File: src/rtl/tmr_regfile_scrub_pkg.sv
// Shared types and constants for the triplicated register file scrubber.
// Contents: FSM state enum, address width, error counter width/saturation.
package tmr_regfile_scrub_pkg;

  typedef enum logic [1:0] {
    IDLE      = 2'd0,
    SCRUB_CHK = 2'd1,
    SCRUB_FIX = 2'd2
  } state_t;

  localparam int unsigned ADDR_W = 4;

  localparam int unsigned ERR_W = 8;
  localparam logic [ERR_W-1:0] ERR_MAX = '1;

endpackage

File: src/rtl/tmr_regfile_scrubber_majority_voter.sv
// Bitwise 2-of-3 majority vote across three copies of a word.
// Ports: a, b, c - the three copies; vote_c - combinational voted word.
module majority_voter #(
  parameter int unsigned WIDTH = 8
) (
  input  logic [WIDTH-1:0] a,
  input  logic [WIDTH-1:0] b,
  input  logic [WIDTH-1:0] c,
  output logic [WIDTH-1:0] vote_c
);

  assign vote_c = (a & b) | (b & c) | (a & c);

endmodule

File: src/rtl/tmr_regfile_scrubber.sv
// Triplicated register file with voted host reads and a background scrubber
// that rewrites entries whose three copies disagree.
// Ports: clk/rstn; host request (req_valid/ready/we/addr/wdata) with
// registered read response (rsp_valid/rsp_rdata); scrub_en gates the scrub
// interval counter; inj_* flips bits in one copy; scrub_busy flags an active
// scrub step; err_count counts corrected entries (saturating).
module tmr_regfile_scrubber
  import tmr_regfile_scrub_pkg::*;
#(
  parameter int unsigned DEPTH          = 14,
  parameter int unsigned WIDTH          = 8,
  parameter int unsigned SCRUB_INTERVAL = 16,
  parameter int unsigned STARVE_LIMIT   = 8
) (
  input  logic              clk,
  input  logic              rstn,
  input  logic              req_valid,
  output logic              req_ready,
  input  logic              req_we,
  input  logic [ADDR_W-1:0] req_addr,
  input  logic [WIDTH-1:0]  req_wdata,
  output logic              rsp_valid,
  output logic [WIDTH-1:0]  rsp_rdata,
  input  logic              scrub_en,
  input  logic              inj_valid,
  input  logic [1:0]        inj_copy,
  input  logic [ADDR_W-1:0] inj_addr,
  input  logic [WIDTH-1:0]  inj_mask,
  output logic              scrub_busy,
  output logic [ERR_W-1:0]  err_count
);

  localparam int unsigned CNT_W = (SCRUB_INTERVAL > 1) ? $clog2(SCRUB_INTERVAL) : 1;
  localparam int unsigned STV_W = $clog2(STARVE_LIMIT + 1);
  localparam logic [ADDR_W-1:0] LAST_ADDR = ADDR_W'(DEPTH - 1);
  localparam logic [CNT_W-1:0]  CNT_LAST  = CNT_W'(SCRUB_INTERVAL - 1);
  localparam logic [STV_W-1:0]  STV_LIMIT = STV_W'(STARVE_LIMIT);

  state_t state, state_nx;

  logic [WIDTH-1:0]  mem   [3][DEPTH];
  logic [WIDTH-1:0]  mem_d [3][DEPTH];
  logic [ADDR_W-1:0] scrub_addr;
  logic [CNT_W-1:0]  int_cnt;
  logic              scrub_pending;
  logic [STV_W-1:0]  starve_cnt;

  logic              starve_full;
  logic              host_acc;
  logic              host_in_range;
  logic              host_we;
  logic [ADDR_W-1:0] rd_idx;
  logic [WIDTH-1:0]  rd_vote;
  logic [WIDTH-1:0]  scrub_vote;
  logic              mismatch;
  logic              scrub_grant;
  logic              fix_we;
  logic              scrub_adv;

  assign starve_full   = (starve_cnt == STV_LIMIT);
  assign req_ready     = (state == IDLE) && !(scrub_pending && starve_full);
  assign scrub_busy    = (state != IDLE);
  assign host_acc      = req_valid && req_ready;
  assign host_in_range = (req_addr <= LAST_ADDR);
  assign host_we       = host_acc && req_we && host_in_range;
  // Out-of-range reads still need a legal index; their data is zeroed below.
  assign rd_idx        = host_in_range ? req_addr : '0;
  assign mismatch      = (mem[0][scrub_addr] != mem[1][scrub_addr]) ||
                         (mem[1][scrub_addr] != mem[2][scrub_addr]);

  majority_voter #(.WIDTH(WIDTH)) u_vote_rd (
    .a(mem[0][rd_idx]), .b(mem[1][rd_idx]), .c(mem[2][rd_idx]), .vote_c(rd_vote)
  );

  majority_voter #(.WIDTH(WIDTH)) u_vote_scrub (
    .a(mem[0][scrub_addr]), .b(mem[1][scrub_addr]), .c(mem[2][scrub_addr]),
    .vote_c(scrub_vote)
  );

  // State register.
  always_ff @(posedge clk or negedge rstn) begin
    if (!rstn) state <= IDLE;
    else       state <= state_nx;
  end

  // Next-state logic.
  always_comb begin
    state_nx = state;
    case (state)
      IDLE:      if (scrub_grant) state_nx = SCRUB_CHK;
      SCRUB_CHK: state_nx = mismatch ? SCRUB_FIX : IDLE;
      SCRUB_FIX: state_nx = IDLE;
      default:   state_nx = IDLE;
    endcase
  end

  // Control decode; a starved scrub wins even with a host request present.
  always_comb begin
    scrub_grant = 1'b0;
    fix_we      = 1'b0;
    scrub_adv   = 1'b0;
    case (state)
      IDLE:      scrub_grant = scrub_pending && (!req_valid || starve_full);
      SCRUB_CHK: scrub_adv   = !mismatch;
      SCRUB_FIX: begin
        fix_we    = 1'b1;
        scrub_adv = 1'b1;
      end
      default: ;
    endcase
  end

  // Next array contents: host/scrub write first, injection flips on top.
  always_comb begin
    mem_d = mem;
    for (int k = 0; k < 3; k++) begin
      for (int i = 0; i < int'(DEPTH); i++) begin
        if (host_we && (req_addr == ADDR_W'(i)))  mem_d[k][i] = req_wdata;
        if (fix_we && (scrub_addr == ADDR_W'(i))) mem_d[k][i] = scrub_vote;
        if (inj_valid && (inj_copy == 2'(k)) && (inj_addr == ADDR_W'(i)))
          mem_d[k][i] = mem_d[k][i] ^ inj_mask;
      end
    end
  end

  always_ff @(posedge clk or negedge rstn) begin
    if (!rstn) begin
      for (int k = 0; k < 3; k++)
        for (int i = 0; i < int'(DEPTH); i++)
          mem[k][i] <= '0;
    end else begin
      mem <= mem_d;
    end
  end

  // Read response pipeline.
  always_ff @(posedge clk or negedge rstn) begin
    if (!rstn) begin
      rsp_valid <= 1'b0;
      rsp_rdata <= '0;
    end else begin
      rsp_valid <= host_acc && !req_we;
      if (host_acc && !req_we) rsp_rdata <= host_in_range ? rd_vote : '0;
    end
  end

  // Scrub scheduling: interval counter, pending flag, starvation count.
  always_ff @(posedge clk or negedge rstn) begin
    if (!rstn) begin
      int_cnt       <= '0;
      scrub_pending <= 1'b0;
      starve_cnt    <= '0;
    end else begin
      if (scrub_en) int_cnt <= (int_cnt == CNT_LAST) ? '0 : int_cnt + CNT_W'(1);
      if (scrub_en && (int_cnt == CNT_LAST)) scrub_pending <= 1'b1;
      else if (scrub_grant)                  scrub_pending <= 1'b0;
      if (scrub_grant)                       starve_cnt <= '0;
      else if (host_acc && scrub_pending)    starve_cnt <= starve_cnt + STV_W'(1);
    end
  end

  // Scrub walk pointer and corrected-entry counter.
  always_ff @(posedge clk or negedge rstn) begin
    if (!rstn) begin
      scrub_addr <= '0;
      err_count  <= '0;
    end else begin
      if (scrub_adv) scrub_addr <= (scrub_addr == LAST_ADDR) ? '0 : scrub_addr + ADDR_W'(1);
      if (fix_we && (err_count != ERR_MAX)) err_count <= err_count + ERR_W'(1);
    end
  end

endmodule
File: config.mk
export PLATFORM = sky130hd
export DESIGN_NAME = tmr_regfile_scrubber
export DESIGN_NICKNAME = d
export VERILOG_FILES = /design/src/rtl/tmr_regfile_scrub_pkg.sv /design/src/rtl/tmr_regfile_scrubber_majority_voter.sv /design/src/rtl/tmr_regfile_scrubber.sv
export SDC_FILE = /design/constraint.sdc
export NUM_CORES = 1
export LEC_CHECK = 0
export ABC_AREA = 1
export CORE_UTILIZATION = 55
export DETAILED_ROUTE_END_ITERATION = 8
export MAX_ROUTING_LAYER = met4
export PLACE_DENSITY = 0.71
export SYNTH_ARGS = -nofsm -noshare
export SYNTH_HDL_FRONTEND = slang
export SYNTH_SLANG_ARGS = --single-unit
File: constraint.sdc
create_clock -name clk -period 9.3 [get_ports clk]
set_input_delay 2.79 -clock clk [delete_from_list [all_inputs] [get_ports clk]]
set_output_delay 2.79 -clock clk [all_outputs]
set_load 0.05 [all_outputs]
==> flow_summary.yaml <==
critical_path:
  startpoint_type: "input port"
  critPathMaxStageDelay_ns: 0.75
  path_cells: "clkdlybuf4s50_1 -> nand3_2 -> nand2_8 -> inv_2 -> nand2_1 -> nor2_1 -> nand2_1 -> buf_4 -> nand2_1 -> o21ai_0 -> nand2_1 -> nand2_1 -> o21ai_0 -> nand2_1"
  slowest_stage: "clkdlybuf4s50_1"
  cp.required_ns: 9.85
  critPathBufInv: 3
  crit_arrival_ns: 6.94
  endpoint_kind: "flip-flop"
  crit_family: "simple AND/OR/NAND/NOR gates"
  cpMostUsedCell: "nand2_1"
  cp_max_fo: 55
  crit_type: "input port to flip-flop"
logic_synthesis:
  syn_nets: 5771
  syn_inst: 5715
  yosys-mux-area-fraction_pct: 0.0358
  ys_seq_elements: 368
  yosys_warnings: 0
  post-synth-top-area-fraction_pct: 34.3
  ys_seq_area_share_pct: 29.3
  synth_compound_area_share_pct: 8.97
  synth_simple_gate_area_share_pct: 49.4
  synth_xor_area_share_pct: 0.251
  yosys.area.top_type: "nand2_1"
  syn_area_mm2: 0.0314
  avgSynthCellArea_um2: 5.50
  synth_cell_type_count: 39
  synthTopCellsByArea: "nand2_1 (34%), dfrtp_1 (29%), inv_1 (7.0%)"
  synthAdderAreaFrac_pct: 0.956
  synth_top_family_by_area: "simple AND/OR/NAND/NOR gates"
power_and_ir_drop:
  ir_drop_v: 0.000213
  power_density_mw_per_mm2: 321
  pwr-share-comb_pct: 53.9
  p_int_mw: 5.30
  leakage_nw: 18.5
  p_seq_share_pct: 28.8
  switchingPower_mw: 5.52
  p_clk_share_pct: 17.3
  switching_share_pct: 51.0
global_route:
  grt_max_degree: 116
  grt_pass1_wl_um: 188000
  first_global_vias: 31698
  grt_overflow_total: 0
  grtUsageTotal_pct: 44.6
  antenna_found_initial: 3
clocking:
  cts_buffers: 45
  hold_buffers: 0
  cts_max_path_buffers: 3
  cts.sinks: 368
  cts_root_buffer: "clkbuf_16"
  clock_latency_ns: 0.62
  cts_resized: 0
  clkTransAtPathRegs_ns: 0.06
  cts_setup_buffers: 0
  cts-htree-levels: 2
  cts_tree: "done"
layout:
  final_cell_mix: "nand2_1 (2871), inv_1 (589), nand3_1 (432), nor2_1 (431), dfrtp_1 (366)"
  drive_gt1_share_pct: 3.50
  fillers: 5806
  syn_to_final_growth_pct: 7.36
  design_area_mm2: 0.0337
  layout_commonest_cell: "nand2_1"
  multi_input_area_mm2: 0.0188
  fin_nets: 5660
  ff_latch_area_mm2: 0.00921
timing:
  rsz0062_at_grt: "no"
  final.setup.tns_ns: 0
  slew_headroom_pct: 11.8
  worstMarginPinSlew_ns: 1.32
  maxSlewViolCount: 0
  min_period_ns: 6.40
  min_period_over_period_pct: 68.8
  setup_viol: 0
  finClkSkew_ns: 0.0144
  fmax_mhz: 156
  finalHoldViolCount: 0
min_path:
  hp-class: "flip-flop to flip-flop"
floorplan:
  ios: 51
  fp.dieH_um: 241
  initial_utilization_pct: 55.7
  fp.coreArea_mm2: 0.0564
  fp.dieW_um: 241
  rows: 87
  dieArea_mm2: 0.0581
drt:
  drc: 0
  ant_nets: 0
  route.vias.total: 36408
  dr.first_iter.drc_count: 4541
  dr.pass1.iters: 7
  viasPerCell: 5.69
  drt_wl_total_um: 126000
  detail_route.wl_per_cell_um: 19.7
status:
  status: "complete, no violations"
placed_design:
  io_buffer_count: 50
  gp_congestion: 1.02
  placed_area_mm2: 0.0322
  hpwlAfterDp_um: 84300
run:
  max_cap_viol_count: 0
[state kept, by name, summed over array words and instances (netlist names)]
register,cells
rsp_valid,1
int_cnt,4
state,2
scrub_addr,4
err_count,8
scrub_pending,1
rsp_rdata,8
mem,336
starve_cnt,4
[routing by layer]
| layer | wire [um] | track usage [%] | vias to the layer above |
|---|---|---|---|
| met2 | 52300 | 64.1 | 2143 |
| li1 | - | - | 17424 |
| met3 | 16200 | 10.5 | 546 |
| met4 | 9980 | 30.0 | 0 |
| met5 | 0 | - | - |
| met1 | 47800 | 55.5 | 16295 |
[through the flow]
step / hold WS, ns / std cells / setup slack (ns) / utilization [%] / power (mW)
finish: 0.502 / 6394 / 2.90 / 59.8 / 10.8
floorplan: 0.459 / 5715 / 4.87 / - / 6.97
global route: 0.527 / 6393 / 2.63 / 59.8 / 11.6
global placement: 0.488 / 6313 / 2.51 / 57.1 / 8.62
detailed placement: 0.488 / 6313 / 2.46 / 57.1 / 8.71
CTS: 0.500 / 6390 / 3.07 / 59.8 / 10.6
[layout make-up]
cell class | count | share of cell area (%)
diodes | 4 | 0.0297
clock buffers | 68 | 4.08
clock inverters | 9 | 0.367
inverters | 630 | 7.01
multi-input cells | 4455 | 55.7
flip-flops and latches | 368 | 27.3
well taps | 756 | 2.80
repair buffers | 104 | 2.73
[power by group through the flow]
stage | Clock, mW | Sequential [mW] | Combinational [mW]
after floorplan | 0 | 2.90 | 4.06
after global placement | 0 | 3.10 | 5.52
after detailed placement | 0 | 3.09 | 5.61
after CTS | 1.87 | 3.08 | 5.64
after global routing | 1.93 | 3.19 | 6.49
final | 1.87 | 3.11 | 5.83
[cell usage after synthesis]
cell	instances
buf_2	58
nor2_2	7
nor2_4	13
nand2_4	2
inv_2	21
buf_4	10
a22o_1	2
o21bai_1	1
nand2_2	19
dfrtp_1	368
nand3b_1	3
nor2_1	433
o21ai_0	330
clkbuf_1	170
nand2_1	2872
o221ai_1	3
a31oi_1	2
buf_1	22
a21oi_1	94
o21ai_1	23
nor4_1	5
nand3_2	1
o22ai_1	15
nand4_1	12
or2_2	1
a32o_1	1
nand3_1	433
mux2_2	1
buf_6	2
o211ai_1	23
inv_1	589
ha_1	24
nor3b_1	1
o21a_1	1
xnor2_1	2
nor3_1	93
xor2_1	7
clkinv_1	20
a22oi_1	31
[path summary, 6_finish.rpt]
check / depth (start not counted) / slack (ns) / startpoint / endpoint
setup / recovery: 14 / 2.90 / req_addr[2] / mem[308]$_DFF_PN0_
hold / removal: 1 / 0.50 / int_cnt[3]$_DFFE_PN0P_ / int_cnt[3]$_DFFE_PN0P_
setup reg to reg: 16 / 3.51 / scrub_addr[0]$_DFFE_PN0P_ / scrub_addr[0]$_DFFE_PN0P_
hold reg to reg: 1 / 0.50 / int_cnt[3]$_DFFE_PN0P_ / int_cnt[3]$_DFFE_PN0P_
max in group asynchronous: 3 / 5.42 / rstn / mem[259]$_DFF_PN0_
min in group asynchronous: 1 / 2.12 / rstn / err_count[5]$_DFFE_PN0P_
[cell families after synthesis]
family,Yosys count
mux,1
simple gates,3895
xor+xnor,9
compound gates,526
fa+ha+maj,24
buf+inv,892
flops,368
(Power assumes the default switching activity.)
